==> src/rtl/proc_pkg.sv <==
// -----------------------------------------------------------------------------
// proc_pkg
// Definitions shared by the memory responder and the CPU side of the bus:
//   mem_state_t      responder mode (image load or normal bus service)
//   rd_sel_t         source selected for the registered bus read data
//   CON_ADDR_DEF     console data register address (write-only)
//   STATUS_ADDR_DEF  console status word address (read-only)
//   OVF_BIT/CNT_LSB  bit layout of the console status word
// -----------------------------------------------------------------------------
package proc_pkg;

    typedef enum logic {
        LOAD = 1'b0,
        RUN  = 1'b1
    } mem_state_t;

    typedef enum logic [1:0] {
        SEL_ZERO   = 2'd0,
        SEL_RAM    = 2'd1,
        SEL_STATUS = 2'd2
    } rd_sel_t;

    localparam logic [15:0] CON_ADDR_DEF    = 16'hFF00;
    localparam logic [15:0] STATUS_ADDR_DEF = 16'hFF01;

    // Status word: overflow flag in the top bit, byte count in the low byte.
    localparam int OVF_BIT = 15;
    localparam int CNT_LSB = 0;

endpackage

==> src/rtl/console_fifo.sv <==
// -----------------------------------------------------------------------------
// console_fifo
// Byte FIFO buffering console output between the CPU bus and the sink.
//   clk, rst    clock and synchronous active-high reset (empties the FIFO)
//   push        enqueue push_data; taken when not full, or when full and a
//               pop happens in the same cycle
//   push_data   byte to enqueue
//   pop         dequeue the head; ignored while empty
//   head        current head entry (meaningful only when !empty)
//   count       number of stored entries, 0..FIFO_DEPTH
//   full/empty  occupancy flags
// FIFO_DEPTH must be a power of two so the pointers wrap naturally.
// -----------------------------------------------------------------------------
module console_fifo
    import proc_pkg::*;
#(
    parameter int FIFO_DEPTH = 8,
    localparam int PW = $clog2(FIFO_DEPTH),
    localparam int CW = PW + 1
) (
    input  logic          clk,
    input  logic          rst,
    input  logic          push,
    input  logic [7:0]    push_data,
    input  logic          pop,
    output logic [7:0]    head,
    output logic [CW-1:0] count,
    output logic          full,
    output logic          empty
);

    logic [PW-1:0] wr_ptr_reg;
    logic [PW-1:0] rd_ptr_reg;
    logic [CW-1:0] count_reg;
    logic [7:0]    mem_reg [FIFO_DEPTH];
    logic          do_pop;
    logic          do_push;

    assign empty = (count_reg == '0);
    assign full  = (count_reg == CW'(FIFO_DEPTH));
    assign count = count_reg;
    assign head  = mem_reg[rd_ptr_reg];

    // A full FIFO still takes a push when the head leaves in the same cycle:
    // the freed slot is the one the write pointer is about to reuse.
    assign do_pop  = pop & ~empty;
    assign do_push = push & (~full | do_pop);

    always_ff @(posedge clk) begin
        if (rst) begin
            wr_ptr_reg <= '0;
            rd_ptr_reg <= '0;
            count_reg  <= '0;
        end else begin
            if (do_push) begin
                wr_ptr_reg <= wr_ptr_reg + PW'(1);
            end
            if (do_pop) begin
                rd_ptr_reg <= rd_ptr_reg + PW'(1);
            end
            count_reg <= count_reg + CW'(do_push) - CW'(do_pop);
        end
    end

    // Storage is not reset; entries are only observed below the count.
    always_ff @(posedge clk) begin
        if (do_push) begin
            mem_reg[wr_ptr_reg] <= push_data;
        end
    end

endmodule

==> src/rtl/mem_responder.sv <==
// -----------------------------------------------------------------------------
// mem_responder
// Memory-side responder for the processor bus. After reset it accepts a
// program image over a valid/ready load stream while holding the CPU in reset,
// then serves bus reads/writes to a word RAM and a memory-mapped console.
//   clk, rst               clock, synchronous active-high reset
//   addr, we, toMem        bus word address, write strobe, write data
//   fromMem                registered read data (one-cycle latency)
//   cpu_hold               high while loading; drives the CPU reset
//   load_valid/data/last   image stream in; load_ready accepts a word
//   load_err               sticky: image ran past the last RAM word
//   con_valid/data/ready   console byte stream out of the FIFO
// -----------------------------------------------------------------------------
module mem_responder
    import proc_pkg::*;
#(
    parameter int          DEPTH       = 256,
    parameter int          FIFO_DEPTH  = 8,
    parameter logic [15:0] CON_ADDR    = CON_ADDR_DEF,
    parameter logic [15:0] STATUS_ADDR = STATUS_ADDR_DEF
) (
    input  logic        clk,
    input  logic        rst,
    input  logic [15:0] addr,
    input  logic        we,
    input  logic [15:0] toMem,
    output logic [15:0] fromMem,
    output logic        cpu_hold,
    input  logic        load_valid,
    input  logic [15:0] load_data,
    input  logic        load_last,
    output logic        load_ready,
    output logic        load_err,
    output logic        con_valid,
    output logic [7:0]  con_data,
    input  logic        con_ready
);

    localparam int AW = (DEPTH > 1) ? $clog2(DEPTH) : 1;
    localparam int CW = $clog2(FIFO_DEPTH) + 1;

    mem_state_t    state_reg;
    logic [AW-1:0] ptr_reg;
    logic          load_ready_reg;
    logic          load_err_reg;
    logic          cpu_hold_reg;
    logic          ovf_reg;

    logic [15:0]   ram [DEPTH];
    logic [15:0]   ram_rd_reg;
    logic [15:0]   status_rd_reg;
    rd_sel_t       rd_sel_reg;

    logic          addr_in_ram;
    logic          load_beat;
    logic          load_done;
    logic          ram_we;
    logic [AW-1:0] ram_waddr;
    logic [15:0]   ram_wdata;

    logic          con_push;
    logic          con_pop;
    logic [7:0]    fifo_head;
    logic [CW-1:0] fifo_count;
    logic          fifo_full;
    logic          fifo_empty;
    logic [15:0]   status_word;

    assign addr_in_ram = ({1'b0, addr} < 17'(DEPTH));

    // ---------------------------------------------------------------- load FSM
    assign load_beat = (state_reg == LOAD) & load_valid & load_ready_reg;
    // Reaching the last RAM word ends the image even without load_last.
    assign load_done = load_beat & (load_last | (ptr_reg == AW'(DEPTH - 1)));

    always_ff @(posedge clk) begin
        if (rst) begin
            state_reg      <= LOAD;
            ptr_reg        <= '0;
            load_ready_reg <= 1'b0;
            load_err_reg   <= 1'b0;
            cpu_hold_reg   <= 1'b1;
        end else begin
            case (state_reg)
                LOAD: begin
                    if (load_beat) begin
                        ptr_reg <= ptr_reg + AW'(1);
                    end
                    if (load_done) begin
                        state_reg      <= RUN;
                        load_ready_reg <= 1'b0;
                        cpu_hold_reg   <= 1'b0;
                        load_err_reg   <= ~load_last;
                    end else begin
                        load_ready_reg <= 1'b1;
                    end
                end
                RUN: begin
                    load_ready_reg <= 1'b0;
                end
                default: begin
                    state_reg <= LOAD;
                end
            endcase
        end
    end

    assign load_ready = load_ready_reg;
    assign load_err   = load_err_reg;
    assign cpu_hold   = cpu_hold_reg;

    // --------------------------------------------------------------------- RAM
    // Single write port shared by the loader and the bus; the two never
    // compete because bus writes are ignored until the image is in.
    assign ram_we    = load_beat | ((state_reg == RUN) & we & addr_in_ram);
    assign ram_waddr = (state_reg == LOAD) ? ptr_reg : addr[AW-1:0];
    assign ram_wdata = (state_reg == LOAD) ? load_data : toMem;

    // Read and write in the same block give read-before-write on a collision.
    always_ff @(posedge clk) begin
        if (ram_we) begin
            ram[ram_waddr] <= ram_wdata;
        end
        ram_rd_reg <= ram[addr[AW-1:0]];
    end

    // ---------------------------------------------------------------- read mux
    always_comb begin
        status_word                 = '0;
        status_word[OVF_BIT]        = ovf_reg;
        status_word[CNT_LSB +: 8]   = 8'(fifo_count);
    end

    always_ff @(posedge clk) begin
        if (rst) begin
            rd_sel_reg    <= SEL_ZERO;
            status_rd_reg <= '0;
        end else begin
            status_rd_reg <= status_word;
            if (state_reg != RUN) begin
                rd_sel_reg <= SEL_ZERO;
            end else if (addr_in_ram) begin
                rd_sel_reg <= SEL_RAM;
            end else if (addr == STATUS_ADDR) begin
                rd_sel_reg <= SEL_STATUS;
            end else begin
                rd_sel_reg <= SEL_ZERO;
            end
        end
    end

    always_comb begin
        case (rd_sel_reg)
            SEL_RAM:    fromMem = ram_rd_reg;
            SEL_STATUS: fromMem = status_rd_reg;
            default:    fromMem = 16'h0000;
        endcase
    end

    // ----------------------------------------------------------------- console
    assign con_push = (state_reg == RUN) & we & (addr == CON_ADDR);
    assign con_pop  = con_valid & con_ready;

    console_fifo #(
        .FIFO_DEPTH (FIFO_DEPTH)
    ) u_fifo (
        .clk       (clk),
        .rst       (rst),
        .push      (con_push),
        .push_data (toMem[7:0]),
        .pop       (con_pop),
        .head      (fifo_head),
        .count     (fifo_count),
        .full      (fifo_full),
        .empty     (fifo_empty)
    );

    // A push into a full FIFO is lost unless the head drains that same cycle.
    always_ff @(posedge clk) begin
        if (rst) begin
            ovf_reg <= 1'b0;
        end else if (con_push & fifo_full & ~con_pop) begin
            ovf_reg <= 1'b1;
        end
    end

    assign con_valid = ~fifo_empty;
    assign con_data  = fifo_empty ? 8'h00 : fifo_head;

endmodule

==> config.mk <==
export PLATFORM = sky130hd
export DESIGN_NAME = mem_responder
export DESIGN_NICKNAME = d
export VERILOG_FILES = /design/src/rtl/proc_pkg.sv /design/src/rtl/console_fifo.sv /design/src/rtl/mem_responder.sv
export SDC_FILE = /design/constraint.sdc
export NUM_CORES = 2
export LEC_CHECK = 0
export BUFFER_PORTS_ARGS = -buffer_cell sky130_fd_sc_hd__clkbuf_2
export CAP_MARGIN = 10
export CORE_ASPECT_RATIO = 1.1
export CORE_MARGIN = 3
export CORE_UTILIZATION = 40
export CTS_CLUSTER_SIZE = 30
export DETAILED_ROUTE_END_ITERATION = 16
export SLEW_MARGIN = 30
export SYNTH_ARGS = -nofsm -noshare
export SYNTH_HDL_FRONTEND = slang
export SYNTH_MEMORY_MAX_BITS = 65536
export SYNTH_SLANG_ARGS = --single-unit
==> constraint.sdc <==
create_clock -name clk -period 7.3 [get_ports clk]
set_input_delay 0.73 -clock clk [delete_from_list [all_inputs] [get_ports clk]]
set_output_delay 0.73 -clock clk [all_outputs]
set_load 0.02 [all_outputs]
# Word level (Yosys, flattened, before mapping)
# Memories as Yosys holds them, arrays and structs flattened. A register that Yosys moved wholly into a read port is not among the register bits.
# Index checks and enable logic that the tools add are counted.
# totals
register_bits	41
latchBits	0
mem_bits_rw	4160
rom_bits	0
input_bits	54
out_inout_bits	28
wordCells	67
n_memories	2
# memory_table
memory	depth	width	read_ports	rd_ports_with_merged_regs	write_ports	line_no	text
ram	256	16	1	1	1	mem_responder.sv:49	logic [15:0] ram [DEPTH];
u_fifo.mem_reg	8	8	1	1	1	console_fifo.sv:35	logic [7:0] mem_reg [FIFO_DEPTH];
# classes
n_addsub	5
n_mul	0
div	0
order_cmp	1
eq_ne	6
n_shift	0
n_mux	16
bitwise_logic	19
n_reduce_logical	5
# ops
op	n
16-bit equality test, second input constant	2
16-bit one-hot mux with 2 select lines	1
16-bit by 9-bit less-than comparator with 1-bit output, second input constant	1
16-bit 2-to-1 mux	1
8-bit 2-to-1 mux	2
1-bit bitwise AND	11
8-bit by 1-bit adder with 8-bit output, second input constant	1
8-bit equality test, second input constant	1
1-bit 2-to-1 mux	8
3-bit by 1-bit adder with 3-bit output, second input constant	2
3-bit 2-to-1 mux	2
1-bit inverter	5
4-bit by 1-bit adder with 4-bit output	1
4-bit equality test, second input constant	1
4-bit zero test	1
2-bit AND reduction	2
4-bit by 1-bit subtractor with 4-bit output	1
1-bit bitwise OR	3
3-bit OR reduction	1
2-bit by 1-bit equality test with 1-bit output, second input constant	1
2-bit equality test, second input constant	1
2-bit 2-to-1 mux	1
1-bit one-hot mux with 2 select lines	1
2-bit OR reduction	1

# Longest topological paths before layout
# depth
ltp_word	8
depth_mapped	14
ltp_nobuf	13

# By module
# Synthesis repeated with hierarchy kept, for this count alone.
# hier_totals
cells_unflattened	7271
area_unflattened_um2	161571.2
# by_module_without_submodules
mod	n_inst	cells_per_inst	area_each_um2	seq_area_each_um2
mem_responder	1	7087	158395.7	123718.7
console_fifo	1	184	3175.5	2182.1

# Least setup slack after synthesis
# No wires, ideal clock.
# synth_path
path_type	register -> register
startpoint	register state_reg
endpoint	memory ram[0][0] (data pin)
setup_time_ps	556
arrival_time_ps	3119
required_time_ps	6744
slack_ps	3625
path_stages_with_launch	5
period_less_slack_ps	3675
path_cell_list	dfxtp_1 -> clkbuf_1 -> buf_1 -> buf_1 -> mux2_2
# synth_via
elab_chain_cells	1
# synth_rtl
element	line_no	text
from (decl)	mem_responder.sv:42	mem_state_t state_reg;
from (signal assigned)	mem_responder.sv:78	state_reg <= LOAD;
from (signal assigned)	mem_responder.sv:90	state_reg <= RUN;
from (signal assigned)	mem_responder.sv:102	state_reg <= LOAD;
16-bit 2-to-1 mux	mem_responder.sv:117	assign ram_wdata = (state_reg == LOAD) ? load_data : toMem;
via ram_wdata[0]	mem_responder.sv:59	logic [15:0] ram_wdata;
to (decl)	mem_responder.sv:49	
# The timed path passes the listed nets, and every way through them passes these cells.

# Worst setup path in the final report
# layout_path
startpoint	register state_reg
endpoint	memory ram[0][9] (enable)
# layout_via
elab_chain_cells	6
elab_cells_between_ends	9
classes_between	mux: 3; bitwise: 6
# layout_rtl
element	line_no	text
1-bit inverter (no line)	--	
1-bit bitwise AND (2 in series)	mem_responder.sv:72	assign load_beat = (state_reg == LOAD) & load_valid & load_ready_reg;
1-bit bitwise OR	mem_responder.sv:115	assign ram_we = load_beat | ((state_reg == RUN) & we & addr_in_ram);
1-bit 2-to-1 mux	mem_responder.sv:121	if (ram_we) begin
1-bit 2-to-1 mux (not written as such)	mem_responder.sv:122	ram[ram_waddr] <= ram_wdata;
# Several ways; a longest one is shown, not always the timed one.

==> results.md <==
* Setup CP Type: reg -> reg
* Asr flop ratio synth at 0
* Clock Latency Late Sink at 990 ps
* Post-DR vias/cell at 6.04
* RSZ-0062 raised after global routing: no
* Pins Over Slew Limit at 0
* Initial antenna violation count at 31
* Pin count of the biggest net entering global routing at 175
* Gr usage total at 0.224
* Leakage at 57.6 nW
* Post-CTS repair timing setup buffer count at 0
* DR iter-0 viols at 11,100
* Peak supply drop at 0.200 mV
* Post-route antenna net violation count at 0
* Crit path launch type: flop
* Max clock buf depth at 4
* DR vias at 81,500
* Distinct cells, synth at 79
* Syn Area/Cell at 21.9 µm²
* Initial Util at 0.403
* Row cnt at 244
* Max-cap violation count at 0
* Area Growth Syn to Fin at 13.8%
* Synth top area share at 0.769
* Setup-failing EPs final at 0
* First drt pass iteration count at 6
* Clock skew at 65.5 ps
* Layout cells sized above 1 at 0.270
* Critical path arrival at 5010 ps
* WL/cell at 34.9 µm
* Die Y at 674 µm
* Worst-margin pin slew at 1170 ps
* Overall power after layout at 51.5 mW
* Clock root cell: clkbuf_16
* Port bufs at 81
* TritonCTS clock tree: done
* Fin crit period at 4350 ps
* Number of synthesized flops with an enable pin at 4,160
* Vias in the first global route at 80,900
* Io pins at 82
* Post-Syn Instances at 7,397
* Final WL at 471,000 µm
* Critical Path RT at 7960 ps
* Final count of hold timing violations at 0
* TritonCTS buffer count at 422
* Slew headroom at 0.221
* Synth area leaders: edfxtp_1 77%, mux4_2 14%, mux2i_1 1.9%
* Yosys top cell by area: edfxtp_1
* Power Dens Cells at 279 nW/µm²
* Clk sinks at 4,209
* # DRC at 0
* Tcrit/Tclk final at 0.596
* Hold slack at 84.9 ps
* CORE AREA at 403,000 µm²
* Seq cells post-synth at 4,209
* Clock transition at the registers of the reported paths at 60 ps
* Setup_tns at 0 ps
* Most common cell in the netlist: edfxtp_1
* CP Max Fanout at 45
* Hold Path Class: in -> reg
* PostCTS Resize Cnt at 0
* Gr ovfl total at 0
* Final #Nets at 7,889
* Die Footprint at 414,000 µm²
* Mapped Area at 162,000 µm²
* HPWL Detailed at 280,000 µm
* Fill cells at 33,100
* First-pass GRT wire length at 652,000 µm
* Max Clk Rate at 230 MHz
* Commonest cells in the netlist: 4,160 x edfxtp_1, 990 x mux4_2, 347 x nor2_1, 302 x mux2i_1, 251 x nand2_1
* Outcome: complete, no violations
* H-tree depth at 5
* Crit end category: flop
* Ys flop type: edfxtp_1
* GPL Wtd Cong at 0.875
* Syn Nets at 7,463
* Largest register FFs at 4,096
* Synth warn at 0
* Register area share after synthesis at 0.775
* Chip Width at 613 µm
power breakdown:
group	leakage, nW	switching [mW]	internal (mW)
clock network	6.66	9.26	12.2
logic	13.2	2.18	0.963
registers	37.8	0.0769	26.8
routing by layer:
metal  GRT usage  part of all wire  up-vias
li1            -                 -    32000
met3      0.0482             0.097      890
met4       0.100             0.052        4
met1       0.305              0.38    44000
met5           0          0.000055        -
met2       0.350              0.47     4566
placed cells by master (no fill, tap or decap), drive strengths merged, types with 10 or more instances in the layout:
| master | netlist | layout |
|---|---|---|
| a211oi | 16 | 16 |
| a21oi | 86 | 86 |
| a221oi | 50 | 50 |
| a22o | 19 | 19 |
| a22oi | 176 | 176 |
| a31oi | 34 | 34 |
| a32oi | 13 | 13 |
| and2 | 22 | 22 |
| and3 | 10 | 10 |
| buf | 268 | 349 |
| bufinv | 0 | 41 |
| clkbuf | 154 | 610 |
| clkinv | 1 | 175 |
| clkinvlp | 0 | 13 |
| dfxtp | 49 | 49 |
| diode | 0 | 10 |
| edfxtp | 4160 | 4160 |
| ha | 11 | 11 |
| inv | 17 | 38 |
| mux2 | 21 | 21 |
| mux2i | 302 | 302 |
| mux4 | 999 | 999 |
| nand2 | 251 | 251 |
| nand2b | 12 | 12 |
| nand3 | 61 | 61 |
| nand4 | 27 | 27 |
| nor2 | 347 | 347 |
| nor2b | 19 | 19 |
| nor3 | 27 | 27 |
| o211ai | 22 | 22 |
| o21ai | 88 | 88 |
| o221ai | 16 | 16 |
| o22ai | 29 | 29 |
path summary, 6_finish.rpt:
kind / endpoint / start / slack [ps] / cells past startpoint
worst min-delay path: u_fifo.mem_reg[7][3] / toMem[3] / 80 / 1
worst max-delay path: ram[0][9] / state_reg / 2950 / 7
worst min register to register: cpu_hold / cpu_hold / 460 / 2
worst max register to register: ram[0][9] / state_reg / 2950 / 7
final cells by class:
type                    count  area, µm²  area share
diodes                     10       25.0    0.000135
clock buffers             536      11100      0.0600
clock inverters           249       2570      0.0139
inverters                  18       81.3    0.000440
multi-input cells        2748      34900       0.189
flip-flops and latches   4209     126000       0.681
well taps                5289       6620      0.0358
repair buffers            424       3620      0.0196
metrics by stage:
step	utilization	setup WS, ps	area [µm²]	std cells
2_1_floorplan	-	3630	162000	7397
3_3_place_gp	0.423	1900	170000	12700
3_5_place_dp	0.424	2280	171000	12700
4_1_cts	0.458	2990	184000	13500
5_1_grt	0.458	2840	185000	13500
6_report	0.458	2950	185000	13500
cells by family (layout without fill, tap and decap cells):
family          Yosys count  after routing  share of synthesized area
other cells               0             10                          0
compound gates          592            592                     0.0254
flops                  4209           4209                      0.775
simple gates            811            811                     0.0217
fa+ha+maj                12             12                   0.000971
xor+xnor                 11             11                   0.000593
buf+inv                 440           1227                     0.0170
mux                    1322           1322                      0.159
critical path, cell delays in order, from the launching register on:
cell and delay [ps]:
dfxtp_4 530, buf_4 680, a21oi_1 140, nor2_1 500, nand2_2 420, buf_4 520, nor2_1 780, buf_4 350
repair_timing:
action	CTS	global route
hold endpoints to repair	1	0
hold buffers	1	0
setup endpoints to repair	0	0
(Power assumes the default switching activity.)
